File: config.mk
export PLATFORM = sky130hd
export DESIGN_NAME = m_demux_router
export DESIGN_NICKNAME = d
export VERILOG_FILES = /design/src/rtl/m_demux_pkg.sv /design/src/rtl/m_demux_slot.sv /design/src/rtl/m_demux_router.sv
export SDC_FILE = /design/constraint.sdc
export NUM_CORES = 1
export LEC_CHECK = 0
export BUFFER_PORTS_ARGS = -buffer_cell sky130_fd_sc_hd__buf_2
export CORE_ASPECT_RATIO = 0.8
export CORE_MARGIN = 2
export CORE_UTILIZATION = 25
export DETAILED_ROUTE_END_ITERATION = 8
export GPL_ROUTABILITY_DRIVEN = 0
export GPL_TIMING_DRIVEN = 0
export PLACE_DENSITY = 0.52
export SETUP_SLACK_MARGIN = 0.15
export SLEW_MARGIN = 10
export SYNTH_ARGS = -nofsm -noshare
export SYNTH_HDL_FRONTEND = slang
export SYNTH_SLANG_ARGS = --single-unit
File: constraint.sdc
create_clock -name clk -period 3.25 [get_ports clk]
set_input_delay 0.325 -clock clk [delete_from_list [all_inputs] [get_ports clk]]
set_output_delay 0.325 -clock clk [all_outputs]
set_load 0.02 [all_outputs]
File: src/rtl/m_demux_pkg.sv
// Shared slot-state encoding and select-width helper for the demux router.
package m_demux_pkg;

    typedef enum logic {
        EMPTY = 1'b0,
        FULL  = 1'b1
    } slot_state_t;

    function automatic int sel_width(input int n);
        return (n > 1) ? $clog2(n) : 1;
    endfunction

endpackage

File: src/rtl/m_demux_slot.sv
// One-entry output slot: registered word + valid, 1-cycle load-to-valid latency.
// Reloads in the same cycle it drains, so a held ready gives one word per cycle.
module m_demux_slot
    import m_demux_pkg::*;
#(
    parameter int WORD = 8
) (
    input  logic            clk,
    input  logic            rst_n,
    input  logic            load,
    input  logic [WORD-1:0] load_data,
    input  logic            ready,
    output logic            valid,
    output logic [WORD-1:0] data,
    output logic            can_load
);

    slot_state_t state;
    slot_state_t state_next;

    always_ff @(posedge clk) begin
        if (!rst_n) begin
            state <= EMPTY;
        end else begin
            state <= state_next;
        end
    end

    always_comb begin
        state_next = state;
        case (state)
            EMPTY: if (load) state_next = FULL;
            FULL:  if (ready && !load) state_next = EMPTY;
        endcase
    end

    // Data only moves on load, so it holds steady while stalled.
    always_ff @(posedge clk) begin
        if (!rst_n) begin
            data <= '0;
        end else if (load) begin
            data <= load_data;
        end
    end

    assign valid    = (state == FULL);
    assign can_load = (state == EMPTY) || ready;

endmodule

File: src/rtl/m_demux_router.sv
// Routes each input word to one slot (or all slots on broadcast), 1-cycle latency;
// in_ready follows the target slot(s); out-of-range selects are dropped and counted.
module m_demux_router
    import m_demux_pkg::*;
#(
    parameter int WORD  = 8,
    parameter int N_OUT = 4,
    parameter int SEL_W = sel_width(N_OUT),
    parameter int CNT_W = 8
) (
    input  logic                  clk,
    input  logic                  rst_n,
    input  logic                  in_valid,
    output logic                  in_ready,
    input  logic [WORD-1:0]       in_data,
    input  logic [SEL_W-1:0]      in_sel,
    input  logic                  in_bcast,
    output logic [N_OUT-1:0]      out_valid,
    input  logic [N_OUT-1:0]      out_ready,
    output logic [N_OUT*WORD-1:0] out_data,
    output logic                  drop_pulse,
    output logic [CNT_W-1:0]      drop_cnt
);

    logic [N_OUT-1:0] can_load;
    logic [N_OUT-1:0] load;
    logic             accept;
    logic             drop;
    logic             sel_ok;
    logic             uc_ok;
    int               sel_idx;

    always_comb begin
        sel_idx = int'(in_sel);
        sel_ok  = (sel_idx < N_OUT);
        uc_ok   = 1'b0;
        for (int k = 0; k < N_OUT; k++) begin
            if (sel_idx == k) uc_ok = can_load[k];
        end

        if (!rst_n)        in_ready = 1'b0;
        else if (in_bcast) in_ready = &can_load;
        else if (!sel_ok)  in_ready = 1'b1;
        else               in_ready = uc_ok;

        accept = in_valid && in_ready;
        drop   = accept && !in_bcast && !sel_ok;
        load   = '0;
        for (int k = 0; k < N_OUT; k++) begin
            load[k] = accept && (in_bcast || sel_idx == k);
        end
    end

    for (genvar k = 0; k < N_OUT; k++) begin : g_slot
        m_demux_slot #(.WORD(WORD)) u_slot (
            .clk       (clk),
            .rst_n     (rst_n),
            .load      (load[k]),
            .load_data (in_data),
            .ready     (out_ready[k]),
            .valid     (out_valid[k]),
            .data      (out_data[k*WORD +: WORD]),
            .can_load  (can_load[k])
        );
    end

    always_ff @(posedge clk) begin
        if (!rst_n) begin
            drop_pulse <= 1'b0;
            drop_cnt   <= '0;
        end else begin
            drop_pulse <= drop;
            if (drop && drop_cnt != '1) drop_cnt <= drop_cnt + 1'b1;
        end
    end

endmodule

==> results.cfg, run 1 <==
[outcome]
status = finished, final reports clean

[drt]
drc = 0
first_pass_iters = 4
vias_per_cell = 3.99
wl_per_cell_microns = 12.8
vias = 1216
postRouteAntennaNets = 0
wl_microns = 3920
drt_iter0_drc = 21

[synth]
synthCells = 156
synth_top_cell_area_share_pct = 46.4
ys.flop_type = dfxtp_1
syn-cell-area_sq_um = 1550
yosysTopAreaCell = dfxtp_1
ys_async_sr_fraction_pct = 0
ys_seq_area_share_pct = 46.4
ys_top_cells_by_count = 41 x nand2_1, 36 x dfxtp_1, 32 x mux2i_1
synth-edff-count = 0
ys.warnings.count = 0
yosysMostFrequentCell = nand2_1
synth_area_per_cell_sq_um = 9.95
yosys-top-cells-area = dfxtp_1 46%, mux2i_1 21%, nand2_1 9.9%
yosysUniqueCellTypes = 25
synth-seq-cells = 36

[timing]
hold_violations = 0
setup-tns-final_ns = 0
worstMarginPinSlew_ns = 0.595
fin_crit_sh_pct = 52.4
skew_ns = 0.00696
rsz0062_at_grt = false
setup_violations = 0
fin_crit_ns = 1.70
slew_headroom_pct = 60.4
drv_slew = 0
max_freq_mhz = 587

[hold_path]
hold_path_class = input pin to flip-flop
hold_depth = 3
min_to = g_slot[2].u_slot.data[5]
hold_start = in_data[5]

[grt]
grt_pass1_vias = 1095
grt_use_total_pct = 11.7
overflow = 0
busiest_layer = met1
grt_use_met3_pct = 4.86
antenna_found_initial = 0
grt_max_degree = 11
grt_pass1_wl_microns = 5910
use_met1_pct = 16.8
grtUsageMet2_pct = 15.8

[power_and_ir_drop]
peakVddDrop_mv = 0.219
power_density_nw_per_um2 = 456
p_leak_nw = 1.07

[floorplan]
core_sq_um = 5940
chipHeight_microns = 74.5
initial_core_util_pct = 26.1
ios = 64
die_width_microns = 92.1
die_area_sq_um = 6860
rows = 25

[worst_setup_path]
reg2reg_depth = 6
endpoint_kind = output port
crit_type = flip-flop to output port
arrival_ns = 1.38
startpoint_type = flip-flop
r2r-start = g_slot[0].u_slot.valid
worst-path-max-fanout = 5
crit_required_ns = 2.92
reg2reg_to = g_slot[1].u_slot.data[4]
regToRegSetupSlack_ns = 1.86

[clock_network]
htree_levels = 2
holdBufCountCts = 0
clock_path_buffers = 2
ctsResizeCount = 0
cts_root_buf = clkbuf_8
cts_sinks = 36
insertion_delay_ns = 0.28
cts_setup_buffers = 0
cts_made_buffers = 5
cts_tree = yes
path_clk_slew_ns = 0.07

[finish]
multi_input_area_sq_um = 681
drive_gt1_share_pct = 37.5
areaGrowthSynthToFinish_pct = 30.5
seq_area_sq_um = 721
fillerInstances = 640
nNetsFinal = 242
diodes = 0
layout.cells.non_filler = 305

[run]
drv_cap = 0

[place]
dp_hpwl_microns = 2720
place_inst = 298
io_buffers = 53
## layout make-up
cell class / instances / area share, %
Buffer: 22 / 8.58
Timing Repair Buffer: 53 / 13.1
Multi-Input combinational cell: 104 / 33.6
Inverter: 2 / 0.370
Sequential cell: 36 / 35.6
Clock buffer: 6 / 3.58
Clock inverter: 1 / 0.247
Tap cell: 81 / 5.00
## through the flow
step           util [%]  hold slack [ns]  worst slack, ns  power (mW)  instance area [sq um]
2_1_floorplan         -            0.490             1.89       0.590                   1580
3_3_place_gp       32.8            0.445             1.65       0.641                   1950
3_5_place_dp       32.8            0.449             1.66       0.642                   1950
4_1_cts            34.1            0.363             1.55       0.943                   2030
5_1_grt            34.1            0.357             1.41       0.979                   2030
6_report           34.1            0.365             1.55       0.924                   2030
## where the power goes
part / internal, mW / switching [mW]
Clock: 0.146 / 0.148
Sequential: 0.461 / 0.00927
Combinational: 0.0639 / 0.0954
## sequential cells by signal (all words and copies together), names as in the netlist
name	cells
g_slot.u_slot.data	32
g_slot.u_slot.valid	4
## cell families after synthesis
| logic type | Yosys count | synth area share [%] |
|---|---|---|
| other cells | 1 | 0.242 |
| simple gates | 53 | 15.4 |
| compound gates | 10 | 5.64 |
| flops | 36 | 46.4 |
| buf+inv | 24 | 11.7 |
| mux | 32 | 20.6 |
## routing by layer
metal | wire (microns) | share of wire [%] | up-vias
met3 | 285 | 7.3 | 2
li1 | - | - | 629
met1 | 2020 | 52 | 540
met4 | 17 | 0.43 | 0
met2 | 1590 | 41 | 45
met5 | 0 | 0 | -
## worst max-delay path: stages, from the launching register on
cell      delay [ns]
dfxtp_1         0.33
nand2b_1        0.11
a21oi_1         0.26
nor2_4          0.09
and2_2          0.17
buf_2           0.15
## cell usage in the layout, fill, tap and decap left out
| cell type | instances |
|---|---|
| mux2i_1 | 32 |
| buf_2 | 53 |
| and4_4 | 1 |
| buf_6 | 3 |
| a21oi_2 | 2 |
| clkbuf_8 | 5 |
| buf_4 | 14 |
| dfxtp_1 | 36 |
| nor2b_1 | 1 |
| o2111ai_2 | 1 |
| nor2_1 | 1 |
| clkinv_2 | 1 |
| o21ai_1 | 1 |
| nand4b_1 | 1 |
| nor3_1 | 1 |
| nor2_4 | 1 |
| clkbuf_1 | 5 |
| o221ai_2 | 1 |
| conb_1 | 9 |
| a21oi_1 | 1 |
| nand2_1 | 41 |
| buf_12 | 1 |
| nand2b_1 | 4 |
| nand4_1 | 1 |
| inv_1 | 2 |
| o21a_1 | 1 |
| and2_2 | 1 |
| a21boi_1 | 3 |
## worst max path at each step
stage	from	endpoint	slack [ns]
6_report	g_slot[2].u_slot.valid	in_ready	1.55
2_1_floorplan	out_ready[0]	g_slot[1].u_slot.valid	1.89
4_1_cts	g_slot[2].u_slot.valid	in_ready	1.55
5_1_grt	g_slot[2].u_slot.valid	in_ready	1.41
3_5_place_dp	in_sel[1]	g_slot[1].u_slot.data[7]	1.66
3_3_place_gp	out_ready[2]	in_ready	1.65
Power figures use the tool's default switching activity.
==> inputs of run 2 (changes only) <==
==> constraint.sdc (replaced) <==
create_clock -name clk -period 1.6 [get_ports clk]
set_input_delay 0.16 -clock clk [delete_from_list [all_inputs] [get_ports clk]]
set_output_delay 0.16 -clock clk [all_outputs]
set_load 0.02 [all_outputs]
==> run 2 against run 1 <==
  * Register-to-register slack worse by 1.7 ns
  * Count of clock-buffer cells in the layout unchanged
  * First-iteration DRC count down 14%
  * Critical path depth increased by 4
  * Design area increased by 8.2%
  * Sequential cell count is the same
  * Hold slack worse by 0.17 ns
  * Die area is the same
  * Highest routed layer unchanged
==> results.cfg, run 2 (synthesized netlist as in run 1, its figures left out) <==
[outcome]
status = finished, final reports clean

[floorplan]
die_area_sq_um = 6860
rows = 25
core_sq_um = 5940
initial_core_util_pct = 26.1
die_width_microns = 92.1
chipHeight_microns = 74.5
ios = 64

[clock_network]
clock_path_buffers = 2
htree_levels = 2
cts_sinks = 36
cts_tree = yes
cts_root_buf = clkbuf_8
path_clk_slew_ns = 0.06
cts_made_buffers = 5
insertion_delay_ns = 0.28
holdBufCountCts = 0

[place]
dp_hpwl_microns = 2720
place_ws_ns = 0.180
io_buffers = 53
place_area_sq_um = 1950

[finish]
areaGrowthSynthToFinish_pct = 41.3
seq_area_sq_um = 726
nNetsFinal = 254
layout_commonest_cell = buf_2
postLayoutCellArea_sq_um = 2190
multi_input_area_sq_um = 738
fillerInstances = 634
largest_register = g_slot.u_slot.data
drive_gt1_share_pct = 44.9
final_cell_mix = 52 x buf_2, 41 x nand2_1, 32 x mux2i_1, 32 x dfxtp_1, 24 x buf_4
largest_reg_flops = 32
diodes = 0
utilization_pct = 36.9

[grt]
grt_pass1_wl_microns = 6150
grt_use_total_pct = 12.0
antenna_found_initial = 0
grt_max_degree = 11
overflow = 0
grt_pass1_vias = 1184

[run]
drv_cap = 0

[hold_path]
hold_depth = 3
hold_start = out_ready[0]
hold_path_class = input pin to flip-flop

[power_and_ir_drop]
p_leak_nw = 1.15
peakVddDrop_mv = 0.445
power_density_nw_per_um2 = 874

[worst_setup_path]
crit_type = flip-flop to flip-flop
crit_start = g_slot[3].u_slot.valid
reg2reg_depth = 9
r2r-start = g_slot[3].u_slot.valid
endpoint_kind = flip-flop
arrival_ns = 1.65
startpoint_type = flip-flop
crit_required_ns = 1.80
worst-path-max-fanout = 2

[drt]
vias_per_cell = 4.01
drt_iter0_drc = 18
drc = 0
postRouteAntennaNets = 0
wl_per_cell_microns = 13.3
vias = 1270
first_pass_iters = 4
wl_microns = 4230

[timing]
drv_slew = 0
worstMarginPinSlew_ns = 0.600
holdWs_ns = 0.198
fin_crit_ns = 1.44
hold_violations = 0
postLayoutSetupSlackWorst_ns = 0.156
setup-tns-final_ns = 0
max_freq_mhz = 693
rsz0062_at_grt = true
setup_violations = 0
fin_crit_sh_pct = 90.2
slew_headroom_pct = 60.0
skew_ns = 0.00642
## run 2: cell count changes in the layout (fill, tap and decap cells not counted), moves of 3 or more
cell	before	now
nand2b_1	4	1
buf_4	14	24
buf_6	3	6
dfxtp_1	36	32
nand2b_4	0	3
dfxtp_2	0	4
## run 2: worst paths after layout
path	to	slack, ns
max	g_slot[3].u_slot.valid	0.16
min	g_slot[0].u_slot.valid	0.20
max reg2reg	g_slot[3].u_slot.valid	0.16
min reg2reg	g_slot[2].u_slot.data[7]	0.46
## run 2: critical path, cell delays in order (launching register included)
cell and delay (ns):
dfxtp_2 0.35, nand2b_4 0.07, buf_4 0.13, buf_4 0.12
buf_4 0.12, buf_4 0.12, buf_4 0.12, buf_4 0.12
buf_4 0.12, a21boi_1 0.11
## run 2: routing by layer
layer  share of wire [%]  up-vias  GRT usage, %
li1                    -      654             -
met1                  51      577          16.7
met2                  43       37          16.9
met3                 6.1        2          4.96
met4                0.40        0          3.98
met5                   0        -             0
## run 2: power by group
part | internal (mW) | switching (mW) | leakage, nW
Clock | 0.296 | 0.302 | 0.0410
Combinational | 0.154 | 0.206 | 0.814
Sequential | 0.938 | 0.0211 | 0.295
## run 2: area by class of cell
cell class              instances  share of cell area (%)
multi-input cells             104                    33.7
flip-flops and latches         36                    33.1
repair buffers                 65                    16.8
plain buffers                  22                    7.93
well taps                      81                    4.62
clock buffers                   6                    3.31
inverters                       2                   0.342
clock inverters                 1                   0.228
## run 2: per-stage QoR
| step | power (mW) | instances |
|---|---|---|
| CTS | 1.94 | 315 |
| floorplan | 1.20 | 164 |
| detailed placement | 1.30 | 298 |
| global route | 2.03 | 317 |
| finish | 1.92 | 317 |
| global placement | 1.30 | 298 |
## run 2: timing repair
item / in CTS / in global routing
gates resized for setup: 9 / 10
buffers inserted: 10 / 1
endpoints found under the hold margin: 0 / 0
pin swaps: 3 / 4
setup endpoints to repair: 1 / 24
cloned: 0 / 1
